--- config.mk ---
export PLATFORM = sky130hd
export DESIGN_NAME = imem_loader
export DESIGN_NICKNAME = d
export VERILOG_FILES = /design/src/rtl/imem_loader.sv
export SDC_FILE = /design/constraint.sdc
export NUM_CORES = 1
export LEC_CHECK = 0
export CORE_ASPECT_RATIO = 0.5
export CORE_MARGIN = 4
export CORE_UTILIZATION = 55
export CTS_BUF_LIST = sky130_fd_sc_hd__clkbuf_4 sky130_fd_sc_hd__clkbuf_8
export DETAILED_ROUTE_END_ITERATION = 7
export PLACE_DENSITY_LB_ADDON = 0.25
export RECOVER_POWER = 50
export SYNTH_ARGS = -nofsm -noshare
export SYNTH_HDL_FRONTEND = slang
export SYNTH_SLANG_ARGS = --single-unit
--- constraint.sdc ---
create_clock -name clk -period 2.8 [get_ports clk]
set_input_delay 0.56 -clock clk [delete_from_list [all_inputs] [get_ports clk]]
set_output_delay 0.56 -clock clk [all_outputs]
set_load 0.02 [all_outputs]
--- src/rtl/imem_loader.sv ---
// imem_loader: receives a program as a byte stream and writes it into IMEM.
// Stream = 16-bit big-endian word count N, then N big-endian 32-bit words,
// written to consecutive word addresses starting at 0. cpu_hold keeps the
// core stalled while a load is running.
//
// Byte handshake: a byte moves on a rising edge exactly when in_valid and
// in_ready are both high; in_ready depends only on the state register, so it
// never depends on in_valid within the same cycle.
module imem_loader #(
  parameter int ADDR_W  = 10,
  parameter int TIMEOUT = 1000000
) (
  input  logic              clk,
  input  logic              rst_n,
  input  logic              start,
  input  logic [7:0]        in_data,
  input  logic              in_valid,
  output logic              in_ready,
  output logic              mem_we,
  output logic [ADDR_W-1:0] mem_addr,
  output logic [31:0]       mem_wdata,
  output logic              busy,
  output logic              cpu_hold,
  output logic              done,
  output logic              err,
  output logic [ADDR_W:0]   words_loaded,
  output logic [2:0]        dbg_state
);

  localparam logic [2:0] S_IDLE   = 3'd0;
  localparam logic [2:0] S_HDR_HI = 3'd1;
  localparam logic [2:0] S_HDR_LO = 3'd2;
  localparam logic [2:0] S_DATA   = 3'd3;
  localparam logic [2:0] S_WRITE  = 3'd4;

  // Timeout counter only needs to reach TIMEOUT-2 before it fires.
  localparam int TW = (TIMEOUT > 2) ? $clog2(TIMEOUT) : 1;

  logic [2:0]        r_state;
  logic [7:0]        r_n_hi;
  logic [15:0]       r_n;
  logic [1:0]        r_byte_idx;
  logic [23:0]       r_asm;
  logic [ADDR_W:0]   r_words;
  logic [TW-1:0]     r_tcnt;
  logic              r_done;
  logic              r_err;
  logic [ADDR_W-1:0] r_addr;
  logic [31:0]       r_wdata;

  logic              w_ready;
  logic              w_accept;
  logic [15:0]       w_n;
  logic              w_n_bad;
  logic [ADDR_W:0]   w_words_nx;
  logic              w_last;
  logic              w_tmo;

  assign w_ready    = (r_state == S_HDR_HI) || (r_state == S_HDR_LO) ||
                      (r_state == S_DATA);
  assign w_accept   = in_valid && w_ready;
  assign w_n        = {r_n_hi, in_data};
  // A count of zero or one that overflows the memory aborts the load.
  assign w_n_bad    = (w_n == 16'd0) || (32'(w_n) > (32'd1 << ADDR_W));
  assign w_words_nx = r_words + (ADDR_W+1)'(1);
  assign w_last     = (32'(w_words_nx) == 32'(r_n));
  // Fires on the idle cycle that would bring the counter to TIMEOUT-1.
  assign w_tmo      = !w_accept && (r_tcnt == TW'(TIMEOUT - 2));

  assign in_ready     = w_ready;
  assign mem_we       = (r_state == S_WRITE);
  assign mem_addr     = r_addr;
  assign mem_wdata    = r_wdata;
  assign busy         = (r_state != S_IDLE);
  assign cpu_hold     = busy;
  assign done         = r_done;
  assign err          = r_err;
  assign words_loaded = r_words;
  assign dbg_state    = r_state;

  // Load FSM: header capture, byte counting, word count, timeout and status.
  always_ff @(posedge clk or negedge rst_n) begin
    if (!rst_n) begin
      r_state    <= S_IDLE;
      r_n_hi     <= '0;
      r_n        <= '0;
      r_byte_idx <= '0;
      r_words    <= '0;
      r_tcnt     <= '0;
      r_done     <= 1'b0;
      r_err      <= 1'b0;
    end else begin
      case (r_state)
        S_IDLE: begin
          if (start) begin
            r_state <= S_HDR_HI;
            r_done  <= 1'b0;
            r_err   <= 1'b0;
            r_words <= '0;
            r_tcnt  <= '0;
          end
        end
        S_HDR_HI, S_HDR_LO, S_DATA: begin
          if (w_accept) begin
            r_tcnt <= '0;
            if (r_state == S_HDR_HI) begin
              r_n_hi  <= in_data;
              r_state <= S_HDR_LO;
            end else if (r_state == S_HDR_LO) begin
              r_n <= w_n;
              if (w_n_bad) begin
                r_err   <= 1'b1;
                r_state <= S_IDLE;
              end else begin
                r_byte_idx <= '0;
                r_state    <= S_DATA;
              end
            end else begin
              r_byte_idx <= r_byte_idx + 2'd1;
              if (r_byte_idx == 2'd3) r_state <= S_WRITE;
            end
          end else if (w_tmo) begin
            r_err   <= 1'b1;
            r_state <= S_IDLE;
          end else begin
            r_tcnt <= r_tcnt + TW'(1);
          end
        end
        S_WRITE: begin
          r_words <= w_words_nx;
          if (w_last) begin
            r_done  <= 1'b1;
            r_state <= S_IDLE;
          end else begin
            r_state <= S_DATA;
          end
        end
        default: r_state <= S_IDLE;
      endcase
    end
  end

  // Word assembly; address and data are latched as the 4th byte arrives and
  // then hold until the next word.
  always_ff @(posedge clk or negedge rst_n) begin
    if (!rst_n) begin
      r_asm   <= '0;
      r_addr  <= '0;
      r_wdata <= '0;
    end else if (w_accept && (r_state == S_DATA)) begin
      r_asm <= {r_asm[15:0], in_data};
      if (r_byte_idx == 2'd3) begin
        r_wdata <= {r_asm, in_data};
        r_addr  <= r_words[ADDR_W-1:0];
      end
    end
  end

endmodule

==> qor.log, run 1 <==
[status] outcome finished, final reports clean
[logic_synthesis] distinct cell type count of the synthesized netlist 48
[sta] Worst Skew 0.0120 ns
[drt] number of remaining DRC errors 0
[layout] Area growth, synth to finish 24.4%
[setup_path] kind of start point of the critical path flop
[layout] highest-count cells in the layout ignoring fill and taps dfrtp_1, nand2_1, clkdlybuf4s50_1
[logic_synthesis] warning count from the yosys run 0
[global_route] antenna violations before repair 0
[power_and_ir_drop] cell leakage power 3.24 nW
[logic_synthesis] synthesized area divided by synthesized cell count 10.9 µm²
[cts] clk_lat worst skew 0.44 ns
[power_and_ir_drop] worst vdd rail ir drop 0.463 mV
[logic_synthesis] number of standard cells after synthesis 526
[cts] TritonCTS sink count 128
[logic_synthesis] compound-cell area share of the yosys netlist 6.34%
[logic_synthesis] Post-Synth XOR/XNOR Area 4.45%
[sta] final setup fails 0
[place] routability-driven placement congestion ratio 0.892
[sta] measured slew at the worst slew-check pin 1.28 ns
[die] number of standard-cell rows in the floorplan 26
[layout] multi-input combinational cell area 2410 µm²
[sta] maximum clock frequency 384 MHz
[layout] Net count, final 629
[die] initial core utilization 56.4%
[global_route] global routing usage summed across all routing layers 22.8%
[die] area inside the core boundary 10200 µm²
[layout] share of layout cells above drive strength 1 17.3%
[setup_path] worst setup path category reg2out
[drt] Iteration-0 DRC Markers 258
[global_route] total congestion overflow 0
[cts] clock transition at the register clock pins on the worst setup and hold paths after CTS 0.08 ns
[logic_synthesis] Synth async-reset ratio 100%
[logic_synthesis] arithmetic-cell share of the synthesized area counting full adders, half adders and majority gates 0.872%
[die] # IOs 74
[cts] worst-case clock buffer depth 2
[cts] cts hold-fix bufs 0
[cts] cell chosen for the clock root clkbuf_8
[logic_synthesis] Simple-Gate Fraction of Synth Area 17.1%
[setup_path] maximum net fanout on the critical path 9
[global_route] vias in the first global route 4238
[layout] number of fill cells 753
[layout] total inserted antenna cells 0
[power_and_ir_drop] ratio of total power to cell area 950 nW/µm²
[logic_synthesis] share of synthesized area occupied by flip-flops and latches 55.8%
[logic_synthesis] summed instance area of the synthesized netlist 5740 µm²
[setup_path] worst path required time 2.24 ns
[drt] Final ANT Viol Nets 0
[logic_synthesis] share of cell area taken by muxes after synthesis 13.1%
[sta] number of max-slew violations in the final report 0
[logic_synthesis] Post-synth EDFFs 0
[sta] final hold vios 0
[cts] TritonCTS buffer count 17
[layout] commonest non-fill, non-tap cell in the layout dfrtp_1
[global_route] largest net degree at the start of global routing 53
[place] number of buffers inserted by port buffering 73
[logic_synthesis] leading register cell type out of synthesis dfrtp_1
[place] post-detail-place hpwl 8840 µm
[cts] number of post-CTS setup repair buffers 0
[drt] routed wire length 13000 µm
[die] die width 152 µm
[job] count of maximum capacitance violations 0
[sta] share of the clock period used by the worst path after layout 93.0%
[cts] Max H-tree Level 4
[logic_synthesis] largest family of logic cells by synthesized area simple AND/OR/NAND/NOR gates
[layout] Seq. cell area 3200 µm²
[drt] vias per std cell 5.58
[sta] final total negative setup slack 0 ns
[logic_synthesis] count of state elements after synthesis 128
[drt] routed wire length per instance 17.0 µm
[sta] unrepaired setup endpoints after global routing false
[sta] worst slew margin relative to its limit 14.6%
[logic_synthesis] post-synthesis net count 542
[cts] TritonCTS clock tree yes
[die] Die H 80.3 µm
[drt] first-pass detailed-route iteration total 5
[hold_path] Worst Hold Class in2async
[cts] number of resized instances in the post-cts repair step 0
[setup_path] Critical Path Sink Type output port
[setup_path] data arrival time of the critical path 2.04 ns
[global_route] wire length of the first global-routing pass 21900 µm
[die] area enclosed by the die boundary 12200 µm²
[sta] Final Critical Period 2.60 ns
[drt] via count 4273
[sta] tightest hold margin 0.397 ns
-- metal layers --
metal  part of all wire [%]  vias to the layer above  GRT usage, %
met5                      0                        -             0
met4                    1.6                        0          8.00
met3                    4.8                       23          5.87
met2                     48                      106          36.9
met1                     46                     2128          30.4
li1                       -                     2016             -
-- logic make-up (layout without fill, tap and decap cells) --
kind of cell | after synthesis | after routing
multiplexers | 67 | 67
AND/OR/NAND/NOR | 208 | 208
flip-flops | 128 | 128
AO/OA/AOI/OAI | 60 | 60
adder cells (fa/ha/maj) | 4 | 4
XOR/XNOR | 27 | 27
buffers and inverters | 32 | 132
-- per-stage QoR --
step	setup slack (ns)	utilization (%)	instance area (µm²)	cells	total power, mW
floorplan	0.691	-	5740	526	4.06
global placement	0.291	66.1	6730	734	4.88
detailed placement	0.144	66.1	6730	734	4.97
CTS	0.176	70.6	7190	766	6.86
global route	0.0621	70.2	7150	766	7.16
finish	0.195	70.2	7150	766	6.78
-- Yosys cell counts (2+ instances only) --
| master | instances | area [µm²] |
|---|---|---|
| buf_4 | 2 | 15.0 |
| a22o_1 | 4 | 35.0 |
| nor3_2 | 2 | 20.0 |
| a21oi_1 | 10 | 50.1 |
| o31ai_1 | 5 | 37.5 |
| nand3_1 | 18 | 90.1 |
| xnor2_1 | 20 | 175 |
| nor2_1 | 32 | 120 |
| xor2_1 | 6 | 52.6 |
| o211ai_1 | 2 | 15.0 |
| or3_1 | 2 | 12.5 |
| nor3_1 | 7 | 35.0 |
| mux2_2 | 51 | 574 |
| dfrtp_1 | 128 | 3200 |
| clkbuf_1 | 19 | 71.3 |
| mux2i_1 | 2 | 20.0 |
| nor4_1 | 16 | 100 |
| and2_1 | 2 | 12.5 |
| or4_1 | 4 | 30.0 |
| a31oi_1 | 5 | 31.3 |
| inv_1 | 6 | 22.5 |
| o21ai_0 | 22 | 110 |
| and4_1 | 4 | 35.0 |
| buf_2 | 4 | 20.0 |
| mux2_1 | 14 | 158 |
| and3_1 | 6 | 37.5 |
| nand2_1 | 99 | 372 |
| nand3b_1 | 2 | 15.0 |
| nand2b_1 | 2 | 12.5 |
| nand4_1 | 4 | 25.0 |
| or2_1 | 2 | 12.5 |
| ha_1 | 4 | 50.1 |
| o21ai_1 | 5 | 25.0 |
-- sequential cells by signal (all words and copies together), names as in the netlist --
name and count:
mem_wdata 32, r_asm 24, r_tcnt 20, r_n 16, words_loaded 11, mem_addr 10, r_n_hi 8, dbg_state 3
r_byte_idx 2, done 1, err 1
-- cell type report --
| class | instances | share of cell area, % |
|---|---|---|
| Clock inverter | 13 | 2.94 |
| Tap cell | 140 | 2.45 |
| Inverter | 7 | 0.368 |
| Timing Repair Buffer | 93 | 12.3 |
| Sequential cell | 128 | 44.8 |
| Clock buffer | 19 | 3.48 |
| Multi-Input combinational cell | 366 | 33.7 |
-- power by group --
group	switching [mW]	total, mW	internal (mW)	leakage, nW
Sequential	0.443	2.86	2.42	1.69
Clock	0.766	1.85	1.08	0.228
Combinational	1.05	2.07	1.02	1.32
-- final timing paths --
kind | from | end | slack [ns] | depth (start not counted)
worst max-delay path | dbg_state[0] | mem_we | 0.20 | 4
worst min-delay path | rst_n | r_asm[17] | 0.40 | 1
worst max register to register | dbg_state[2] | r_asm[2] | 0.54 | 5
worst min register to register | r_asm[23] | r_asm[23] | 0.48 | 2
max in group asynchronous | rst_n | r_tcnt[5] | 0.74 | 2
min in group clk | r_asm[23] | r_asm[23] | 0.48 | 2
-- critical path, cell delays in order (launching register included) --
cell and delay (ns):
dfrtp_1 0.48, nor2_1 0.31, nand2_1 0.12, clkinv_1 0.10, clkdlybuf4s50_1 0.60
No activity file was read; power rests on OpenSTA's default activity.
==> run 2: changes to the inputs <==
Settings changed: CORE_MARGIN 4 to unset.
Clock period 2.8 ns to 2.94 ns, I/O delays scaled along.
==> run 2 against run 1 <==
The run now ends with capacitance limit, slew limit left. Utilization up 2.7 points. Largest cell class unchanged. Clock skew down 0.00083 ns. Flip-flop and latch count unchanged. Cell count decreased by 0.91%. Sequential share of layout area up 0.086 points. Count of clock-buffer cells in the layout stayed put. Critical path type unchanged. Largest power group unchanged. First-iteration DRC count up 46%. Wire length is 1.2% higher.
==> qor.log, run 2 (same netlist as run 1, synthesis figures left out) <==
[cts] clock transition at the register clock pins on the worst setup and hold paths after CTS 0.08 ns
[sta] minimum setup slack in the final design 0.297 ns
[sta] final setup fails 0
[sta] measured slew at the worst slew-check pin 1.99 ns
[layout] Net count, final 628
[sta] final total negative setup slack 0 ns
[job] count of maximum capacitance violations 1
[layout] Area growth, synth to finish 24.2%
[place] post-detail-place hpwl 8740 µm
[cts] worst-case clock buffer depth 2
[layout] share of layout cells above drive strength 1 16.8%
[sta] worst slew margin relative to its limit -32.6%
[global_route] global routing usage summed across all routing layers 26.5%
[place] Post-Place Cells 728
[global_route] antenna violations before repair 0
[sta] Worst Skew 0.0112 ns
[cts] cell chosen for the clock root clkbuf_8
[cts] clk_lat worst skew 0.44 ns
[power_and_ir_drop] combinational share of power 30.4%
[global_route] total congestion overflow 0
[cts] TritonCTS clock tree yes
[status] outcome finished, violations left
[sta] share of the clock period used by the worst path after layout 89.9%
[cts] TritonCTS buffer count 17
[setup_path] maximum net fanout on the critical path 14
[place] number of buffers inserted by port buffering 73
[sta] number of max-slew violations in the final report 35
[hold_path] Worst Hold Class reg2reg
[drt] Iteration-0 DRC Markers 377
[global_route] vias in the first global route 4245
[cts] cts hold-fix bufs 0
[die] initial core utilization 58.6%
[sta] Final Critical Period 2.64 ns
[drt] routed wire length per instance 17.4 µm
[die] area inside the core boundary 9790 µm²
[drt] first-pass detailed-route iteration total 5
[layout] highest-count cells in the layout ignoring fill and taps dfrtp_1, nand2_1, clkdlybuf4s50_1
[layout] commonest non-fill, non-tap cell in the layout dfrtp_1
[layout] max FFs per register 32
[drt] Final ANT Viol Nets 0
[power_and_ir_drop] switching share of power 33.5%
[die] number of standard-cell rows in the floorplan 25
[layout] Seq. cell area 3200 µm²
[cts] TritonCTS sink count 128
[power_and_ir_drop] ratio of total power to cell area 911 nW/µm²
[power_and_ir_drop] worst vdd rail ir drop 0.502 mV
[place] routability-driven placement congestion ratio 0.866
[cts] number of resized instances in the post-cts repair step 0
[layout] multi-input combinational cell area 2410 µm²
[layout] total inserted antenna cells 0
[die] area enclosed by the die boundary 10900 µm²
[setup_path] data arrival time of the critical path 2.05 ns
[drt] routed wire length 13200 µm
[place] post-place setup slack 0.225 ns
[layout] count of non-filler cells in the finished layout 759
[setup_path] worst path required time 2.35 ns
[power_and_ir_drop] internal portion of total power 4.32 mW
[sta] unrepaired setup endpoints after global routing false
[drt] via count 4330
[cts] number of post-CTS setup repair buffers 0
[power_and_ir_drop] Clk pwr share 27.3%
[sta] maximum clock frequency 378 MHz
[layout] number of fill cells 698
[setup_path] worst setup path category reg2out
[global_route] largest net degree at the start of global routing 54
[setup_path] Critical Path Sink Type output port
[global_route] wire length of the first global-routing pass 21700 µm
[power_and_ir_drop] sw power 2.18 mW
[status] failing checks capacitance limit, slew limit
[power_and_ir_drop] Flop pwr share 42.2%
[die] # IOs 74
[sta] final hold vios 0
[power_and_ir_drop] cell leakage power 3.22 nW
[cts] Max H-tree Level 4
[drt] number of remaining DRC errors 0
[die] Die H 74.3 µm
[die] die width 146 µm
[drt] vias per std cell 5.70
[setup_path] kind of start point of the critical path flop
-- run 2: routing by layer --
layer	track usage (%)	up-vias	part of all wire, %
li1	-	2004	-
met3	6.44	25	6.2
met2	42.7	148	47
met4	10.8	0	1.6
met1	35.3	2153	45
met5	0	-	0
-- run 2: worst max-delay path, cell delays in order, from the launching register on --
cell and delay, ns:
dfrtp_1 0.54, or3_1 0.51, clkdlybuf4s50_1 0.57
-- run 2: final timing paths --
kind	cells after the start	endpoint	slack, ns	start
setup / recovery	2	busy	0.30	dbg_state[2]
hold / removal	2	r_asm[21]	0.48	r_asm[21]
setup reg to reg	5	r_asm[1]	0.60	dbg_state[2]
hold reg to reg	2	r_asm[21]	0.48	r_asm[21]
max in group asynchronous	2	r_asm[5]	0.77	rst_n
min in group asynchronous	1	r_tcnt[10]	0.70	rst_n
-- run 2: power groups by stage --
stage          registers (mW)  logic [mW]  clock network [mW]
6_report                 2.75        1.98                1.78
5_1_grt                  2.80        2.14                1.86
4_1_cts                  2.74        2.01                1.80
3_5_place_dp             2.75        1.99                   0
3_3_place_gp             2.73        1.93                   0
2_1_floorplan            2.85        1.02                   0
-- run 2: layout make-up --
class	instances	share of cell area, %
sequential	128	44.9
multi-input combinational	366	33.8
timing repair buffer	92	12.1
clock buffer	19	3.58
clock inverter	12	2.93
tap	135	2.37
inverter	7	0.368
-- run 2: per-stage QoR --
| step | instance area [µm²] | hold slack [ns] | total power [mW] | utilization [%] |
|---|---|---|---|---|
| detailed placement | 6690 | 0.464 | 4.74 | 68.4 |
| CTS | 7160 | 0.110 | 6.54 | 73.1 |
| finish | 7130 | 0.479 | 6.50 | 72.8 |
| global placement | 6690 | 0.458 | 4.66 | 68.4 |
| floorplan | 5740 | 0.292 | 3.87 | - |
| global route | 7130 | 0.491 | 6.81 | 72.8 |
